## config.mk

```make
export PLATFORM = sky130hd
export DESIGN_NAME = mem_seq_flat
export DESIGN_NICKNAME = d
export VERILOG_FILES = /design/src/rtl/mem_seq_if.sv /design/src/rtl/mem_seq.sv /design/src/flat_wrapper.sv
export SDC_FILE = /design/constraint.sdc
export NUM_CORES = 1
export LEC_CHECK = 0
export BUFFER_PORTS_ARGS = -buffer_cell sky130_fd_sc_hd__buf_2
export CORE_UTILIZATION = 50
export DETAILED_ROUTE_END_ITERATION = 10
export PLACE_DENSITY_LB_ADDON = 0.15
export SLEW_MARGIN = 10
export SYNTH_ARGS = -nofsm -noshare
export SYNTH_HDL_FRONTEND = slang
export SYNTH_SLANG_ARGS = --single-unit
```

## constraint.sdc

```tcl
create_clock -name clk -period 3.55 [get_ports clk]
set_input_delay 0.1775 -clock clk [delete_from_list [all_inputs] [get_ports clk]]
set_output_delay 0.1775 -clock clk [all_outputs]
set_load 0.03 [all_outputs]
```

## src/rtl/mem_seq_if.sv

```systemverilog
// Request/strobe bundle between the control unit and the memory-access sequencer.
interface mem_seq_if;
    logic       if_req;
    logic       ld_req;
    logic       st_req;
    logic       PCout;
    logic       ADDRout;
    logic       DATAout;
    logic       MARin;
    logic       MDRin;
    logic       read;
    logic       mem_rd;
    logic       mem_wr;
    logic [1:0] gnt;
    logic       busy;
    logic       if_done;
    logic       ld_done;
    logic       st_done;

    // Control-unit side: raises requests, watches strobes and done pulses.
    modport master (
        output if_req, ld_req, st_req,
        input  PCout, ADDRout, DATAout, MARin, MDRin, read, mem_rd, mem_wr,
        input  gnt, busy, if_done, ld_done, st_done
    );

    // Sequencer side.
    modport slave (
        input  if_req, ld_req, st_req,
        output PCout, ADDRout, DATAout, MARin, MDRin, read, mem_rd, mem_wr,
        output gnt, busy, if_done, ld_done, st_done
    );
endinterface

```

## src/rtl/mem_seq.sv

```systemverilog
// Memory-access sequencer: arbitrates fetch/load/store over the shared
// MAR/MDR/memory path and issues the per-cycle control strobes.
//
// state | meaning
// IDLE  | no owner; arbitrate pending requests
// ADDR  | address (PC or EA) onto bus, load MAR
// SD0   | store data onto bus, MDR input select = bus
// SD1   | load MDR from its input stage
// WAIT  | hold mem_rd / mem_wr for MEM_LAT cycles
// CAP   | MDR input stage captures memory data
// LAT   | load MDR from captured memory data
// DONE  | done pulse to the owner
module mem_seq #(
    parameter int MEM_LAT = 2
) (
    input  logic      clk,
    input  logic      clear,
    mem_seq_if.slave  bus
);
    typedef enum logic [2:0] {
        S_IDLE, S_ADDR, S_SD0, S_SD1, S_WAIT, S_CAP, S_LAT, S_DONE
    } state_t;

    localparam logic [3:0] LAT_M1 = 4'(MEM_LAT - 1);

    state_t     r_state;
    logic [3:0] r_cnt;
    logic       r_last_data;
    logic [1:0] r_gnt;
    logic       r_busy;
    logic       r_pc_out, r_addr_out, r_data_out, r_mar_in, r_mdr_in, r_read;
    logic       r_mem_rd, r_mem_wr;
    logic       r_if_done, r_ld_done, r_st_done;

    logic       w_data_wins;
    logic       w_store;

    // Data class wins unless fetch is also pending and data was granted last.
    assign w_data_wins = (bus.ld_req | bus.st_req) & (~bus.if_req | ~r_last_data);
    assign w_store     = (r_gnt == 2'b11);

    // Sequencer FSM; outputs are registered and decoded for the state being entered.
    always_ff @(posedge clk) begin
        if (clear) begin
            r_state     <= S_IDLE;
            r_cnt       <= 4'd0;
            r_last_data <= 1'b0;
            r_gnt       <= 2'b00;
            r_busy      <= 1'b0;
            r_pc_out    <= 1'b0;
            r_addr_out  <= 1'b0;
            r_data_out  <= 1'b0;
            r_mar_in    <= 1'b0;
            r_mdr_in    <= 1'b0;
            r_read      <= 1'b0;
            r_mem_rd    <= 1'b0;
            r_mem_wr    <= 1'b0;
            r_if_done   <= 1'b0;
            r_ld_done   <= 1'b0;
            r_st_done   <= 1'b0;
        end else begin
            r_pc_out   <= 1'b0;
            r_addr_out <= 1'b0;
            r_data_out <= 1'b0;
            r_mar_in   <= 1'b0;
            r_mdr_in   <= 1'b0;
            r_read     <= 1'b0;
            r_mem_rd   <= 1'b0;
            r_mem_wr   <= 1'b0;
            r_if_done  <= 1'b0;
            r_ld_done  <= 1'b0;
            r_st_done  <= 1'b0;
            case (r_state)
                S_IDLE: begin
                    if (w_data_wins) begin
                        r_gnt       <= bus.st_req ? 2'b11 : 2'b10;
                        r_last_data <= 1'b1;
                        r_busy      <= 1'b1;
                        r_addr_out  <= 1'b1;
                        r_mar_in    <= 1'b1;
                        r_state     <= S_ADDR;
                    end else if (bus.if_req) begin
                        r_gnt       <= 2'b01;
                        r_last_data <= 1'b0;
                        r_busy      <= 1'b1;
                        r_pc_out    <= 1'b1;
                        r_mar_in    <= 1'b1;
                        r_state     <= S_ADDR;
                    end
                end
                S_ADDR: begin
                    if (w_store) begin
                        r_data_out <= 1'b1;
                        r_state    <= S_SD0;
                    end else begin
                        r_mem_rd <= 1'b1;
                        r_cnt    <= LAT_M1;
                        r_state  <= S_WAIT;
                    end
                end
                S_SD0: begin
                    r_mdr_in <= 1'b1;
                    r_state  <= S_SD1;
                end
                S_SD1: begin
                    r_mem_wr <= 1'b1;
                    r_cnt    <= LAT_M1;
                    r_state  <= S_WAIT;
                end
                S_WAIT: begin
                    if (r_cnt == 4'd0) begin
                        if (w_store) begin
                            r_st_done <= 1'b1;
                            r_state   <= S_DONE;
                        end else begin
                            r_read  <= 1'b1;
                            r_state <= S_CAP;
                        end
                    end else begin
                        r_cnt    <= r_cnt - 4'd1;
                        r_mem_rd <= ~w_store;
                        r_mem_wr <= w_store;
                    end
                end
                S_CAP: begin
                    r_read   <= 1'b1;
                    r_mdr_in <= 1'b1;
                    r_state  <= S_LAT;
                end
                S_LAT: begin
                    r_if_done <= (r_gnt == 2'b01);
                    r_ld_done <= (r_gnt == 2'b10);
                    r_state   <= S_DONE;
                end
                S_DONE: begin
                    r_gnt   <= 2'b00;
                    r_busy  <= 1'b0;
                    r_state <= S_IDLE;
                end
                default: begin
                    r_gnt   <= 2'b00;
                    r_busy  <= 1'b0;
                    r_state <= S_IDLE;
                end
            endcase
        end
    end

    assign bus.PCout   = r_pc_out;
    assign bus.ADDRout = r_addr_out;
    assign bus.DATAout = r_data_out;
    assign bus.MARin   = r_mar_in;
    assign bus.MDRin   = r_mdr_in;
    assign bus.read    = r_read;
    assign bus.mem_rd  = r_mem_rd;
    assign bus.mem_wr  = r_mem_wr;
    assign bus.gnt     = r_gnt;
    assign bus.busy    = r_busy;
    assign bus.if_done = r_if_done;
    assign bus.ld_done = r_ld_done;
    assign bus.st_done = r_st_done;
endmodule

```

## src/flat_wrapper.sv

```systemverilog
// flat-port wrapper written by rule: the top's interface ports become plain ports
module mem_seq_flat 
#(
    parameter int MEM_LAT = 2
)
  (clk, clear, bus_if_req, bus_ld_req, bus_st_req, bus_PCout, bus_ADDRout, bus_DATAout, bus_MARin, bus_MDRin, bus_read, bus_mem_rd, bus_mem_wr, bus_gnt, bus_busy, bus_if_done, bus_ld_done, bus_st_done);
  mem_seq_if bus_i ();
  input  logic clk;
  input  logic clear;
  input wire logic [$bits(bus_i.if_req)-1:0] bus_if_req;
  input wire logic [$bits(bus_i.ld_req)-1:0] bus_ld_req;
  input wire logic [$bits(bus_i.st_req)-1:0] bus_st_req;
  output wire logic [$bits(bus_i.PCout)-1:0] bus_PCout;
  output wire logic [$bits(bus_i.ADDRout)-1:0] bus_ADDRout;
  output wire logic [$bits(bus_i.DATAout)-1:0] bus_DATAout;
  output wire logic [$bits(bus_i.MARin)-1:0] bus_MARin;
  output wire logic [$bits(bus_i.MDRin)-1:0] bus_MDRin;
  output wire logic [$bits(bus_i.read)-1:0] bus_read;
  output wire logic [$bits(bus_i.mem_rd)-1:0] bus_mem_rd;
  output wire logic [$bits(bus_i.mem_wr)-1:0] bus_mem_wr;
  output wire logic [$bits(bus_i.gnt)-1:0] bus_gnt;
  output wire logic [$bits(bus_i.busy)-1:0] bus_busy;
  output wire logic [$bits(bus_i.if_done)-1:0] bus_if_done;
  output wire logic [$bits(bus_i.ld_done)-1:0] bus_ld_done;
  output wire logic [$bits(bus_i.st_done)-1:0] bus_st_done;
  assign bus_i.if_req = bus_if_req;
  assign bus_i.ld_req = bus_ld_req;
  assign bus_i.st_req = bus_st_req;
  assign bus_PCout = bus_i.PCout;
  assign bus_ADDRout = bus_i.ADDRout;
  assign bus_DATAout = bus_i.DATAout;
  assign bus_MARin = bus_i.MARin;
  assign bus_MDRin = bus_i.MDRin;
  assign bus_read = bus_i.read;
  assign bus_mem_rd = bus_i.mem_rd;
  assign bus_mem_wr = bus_i.mem_wr;
  assign bus_gnt = bus_i.gnt;
  assign bus_busy = bus_i.busy;
  assign bus_if_done = bus_i.if_done;
  assign bus_ld_done = bus_i.ld_done;
  assign bus_st_done = bus_i.st_done;
  mem_seq #(.MEM_LAT(MEM_LAT)) u_core (.clk(clk), .clear(clear), .bus(bus_i));
endmodule
```

==> flow_metrics.tcl <==
set metrics [dict create \
    fmax_ghz 0.561 \
    synth_top_family_by_area "simple AND/OR/NAND/NOR gates" \
    yosys.area_share.simple_pct 30.4 \
    antenna_found_initial 0 \
    finClkSkew_ns 0.0114 \
    synth-seq-area-share_pct 42.3 \
    utilization_pct 58.4 \
    cts_setup_buffers 0 \
    area_growth_pct 9.96 \
    p_leak_nw 0.458 \
    cts-root-buf "clkbuf_4" \
    synth_compound_area_share_pct 18.7 \
    final_common_cell "dfxtp_1" \
    io_pins 19 \
    muxShareOfSynthArea_pct 1.08 \
    drt_iter0_drc 11 \
    worst_ep_required_time_ns 3.76 \
    coreArea_mm2 0.00196 \
    cp-start-kind "flop" \
    ctsResizeCount 0 \
    grt_pass1_wl_um 3360 \
    pwr_density_cell_mw_per_mm2 493 \
    yosysUniqueCellTypes 40 \
    setup_viol 0 \
    post-dp-hpwl_um 1400 \
    drt-vias-per-instance 5.76 \
    path_max_fanout 9 \
    synthCells 107 \
    final_nets 129 \
    die_w_um 47.7 \
    gp_congestion 0.779 \
    layout-drive-gt1-share_pct 23.3 \
    maxSlewViolCount 0 \
    drc_errors 0 \
    holdBufCountCts 0 \
    fin_tns_setup_ns 0 \
    syn_avg_cell_area_um2 9.74 \
    drv_cap 0 \
    antenna_cells 0 \
    ant_nets 0 \
    rsz0062_at_grt "no" \
    clk_latency_ns 0.30 \
    ys_seq_elements 22 \
    status "complete, no violations" \
    grt_max_degree 23 \
    synth_edf_count 0 \
    worst_pin_slew_ns 0.593 \
    synth_area_mm2 0.00104 \
    hold_violations 0 \
    synth_flop_cell "dfxtp_1" \
    synthXorXnorAreaFrac_pct 0 \
    hp-class "input port to flop" \
    portBuffers 18 \
    critical_path_class "flop to flop" \
    nFillCells 211 \
    cp.arrival_ns 1.99 \
    avgRoutedWirePerCell_um 13.9 \
    cts_htree_levels 1 \
    final_cell_mix "22 x dfxtp_1, 18 x buf_2, 7 x nor2_1, 7 x a21oi_1, 6 x nor3_1" \
    slew_headroom_pct 60.4 \
    synth.net_count 114 \
    async_reset_ff_share_pct 0 \
    clock-sinks 22 \
    grt_pass1_vias 737 \
    yosysWarnings 0 \
    dr.pass1.iters 4 \
    cts_buffer_depth 2 \
    finalWirelength_um 2040 \
    cts_tree "done" \
    die_h_um 47.7 \
    finalCritPeriodShare_pct 50.2 \
    synthAdderAreaFrac_pct 2.40 \
    ir_drop_mv 0.378 \
    overflow 0 \
    grt_usage_pct 21.4 \
    worst_setup_path_end_kind "flop" \
    floorplan.initialDensity_pct 53.1 \
    vias 847 \
    period_needed_ns 1.78 \
    cts_made_buffers 3 \
    clkSlewWorstSetupHoldPaths_ns 0.12 \
    die_area_mm2 0.00227 \
    rows 16 \
]
[power by group]
part,leakage [nW],switching (W),internal (W)
registers,0.180,0.0000353,0.000270
clock network,0.0138,0.0000689,0.0000396
logic,0.264,0.0000917,0.0000594
[worst paths after layout]
check / from / endpoint / slack [ns] / cells after the start
max: u_core.r_cnt[0]$_SDFFE_PP0P_ / u_core.r_cnt[1]$_SDFFE_PP0P_ / 1.77 / 5
min: bus_if_req / u_core.bus.PCout$_SDFF_PP0_ / 0.16 / 2
max reg2reg: u_core.r_cnt[0]$_SDFFE_PP0P_ / u_core.r_cnt[1]$_SDFFE_PP0P_ / 1.77 / 5
min reg2reg: u_core.bus.busy$_SDFFE_PP0P_ / u_core.bus.busy$_SDFFE_PP0P_ / 0.48 / 2
[cell usage after synthesis, types with 3 or more instances]
cell,count,area [um2]
nand3_1,3,15.0
nand2_1,5,18.8
o21ai_0,5,25.0
nand3b_1,4,30.0
buf_2,4,20.0
inv_1,3,11.3
nand2b_1,3,18.8
nor3_1,6,30.0
a21oi_1,7,35.0
nor2_1,7,26.3
dfxtp_1,22,440
[sequential cells by signal (all words and copies together) (netlist names)]
name	count
u_core.bus.ADDRout	1
u_core.bus.DATAout	1
u_core.bus.MARin	1
u_core.bus.MDRin	1
u_core.bus.PCout	1
u_core.bus.busy	1
u_core.bus.gnt	2
u_core.bus.if_done	1
u_core.bus.ld_done	1
u_core.bus.mem_rd	1
u_core.bus.mem_wr	1
u_core.bus.read	1
u_core.bus.st_done	1
u_core.r_cnt	4
u_core.r_last_data	1
u_core.r_state	3
[logic make-up after synthesis]
logic type,count (synthesis)
simple gates,47
compound gates,24
flops,22
buf+inv,11
fa+ha+maj,2
mux,1
[critical path, stage by stage (launching register included)]
cell	delay [ns]
dfxtp_1	0.34
inv_1	0.11
ha_1	0.17
or3b_1	0.51
a22oi_4	0.23
mux2_1	0.33
[through the flow]
step                      std cells  setup WS [ns]  total power [W]  area [um2]  hold slack, ns
after global placement          144           1.83         0.000456        1120           0.442
after detailed placement        144           1.79         0.000461        1120           0.455
after CTS                       147           1.77         0.000569        1150           0.156
after global routing            147           1.67         0.000599        1150           0.154
final                           147           1.77         0.000565        1150           0.163
after floorplan                 107           1.93         0.000432        1040           0.323
[metal layers]
layer	GRT usage, %	share of wire, %	wire length, um	up-vias
met5	0	0	0	-
met4	5.00	0.73	15	0
met3	7.92	4.9	100	2
met2	32.1	47	966	20
li1	-	-	-	419
met1	29.3	47	962	406
[cell type report]
type / count / area (um2) / area share, %
clock buffers: 3 / 22.5 / 1.97
inverters: 3 / 11.3 / 0.983
multi-input cells: 74 / 548 / 47.8
flip-flops and latches: 22 / 440 / 38.4
well taps: 27 / 33.8 / 2.95
repair buffers: 18 / 90.1 / 7.86
No activity file was read; power rests on OpenSTA's default activity.
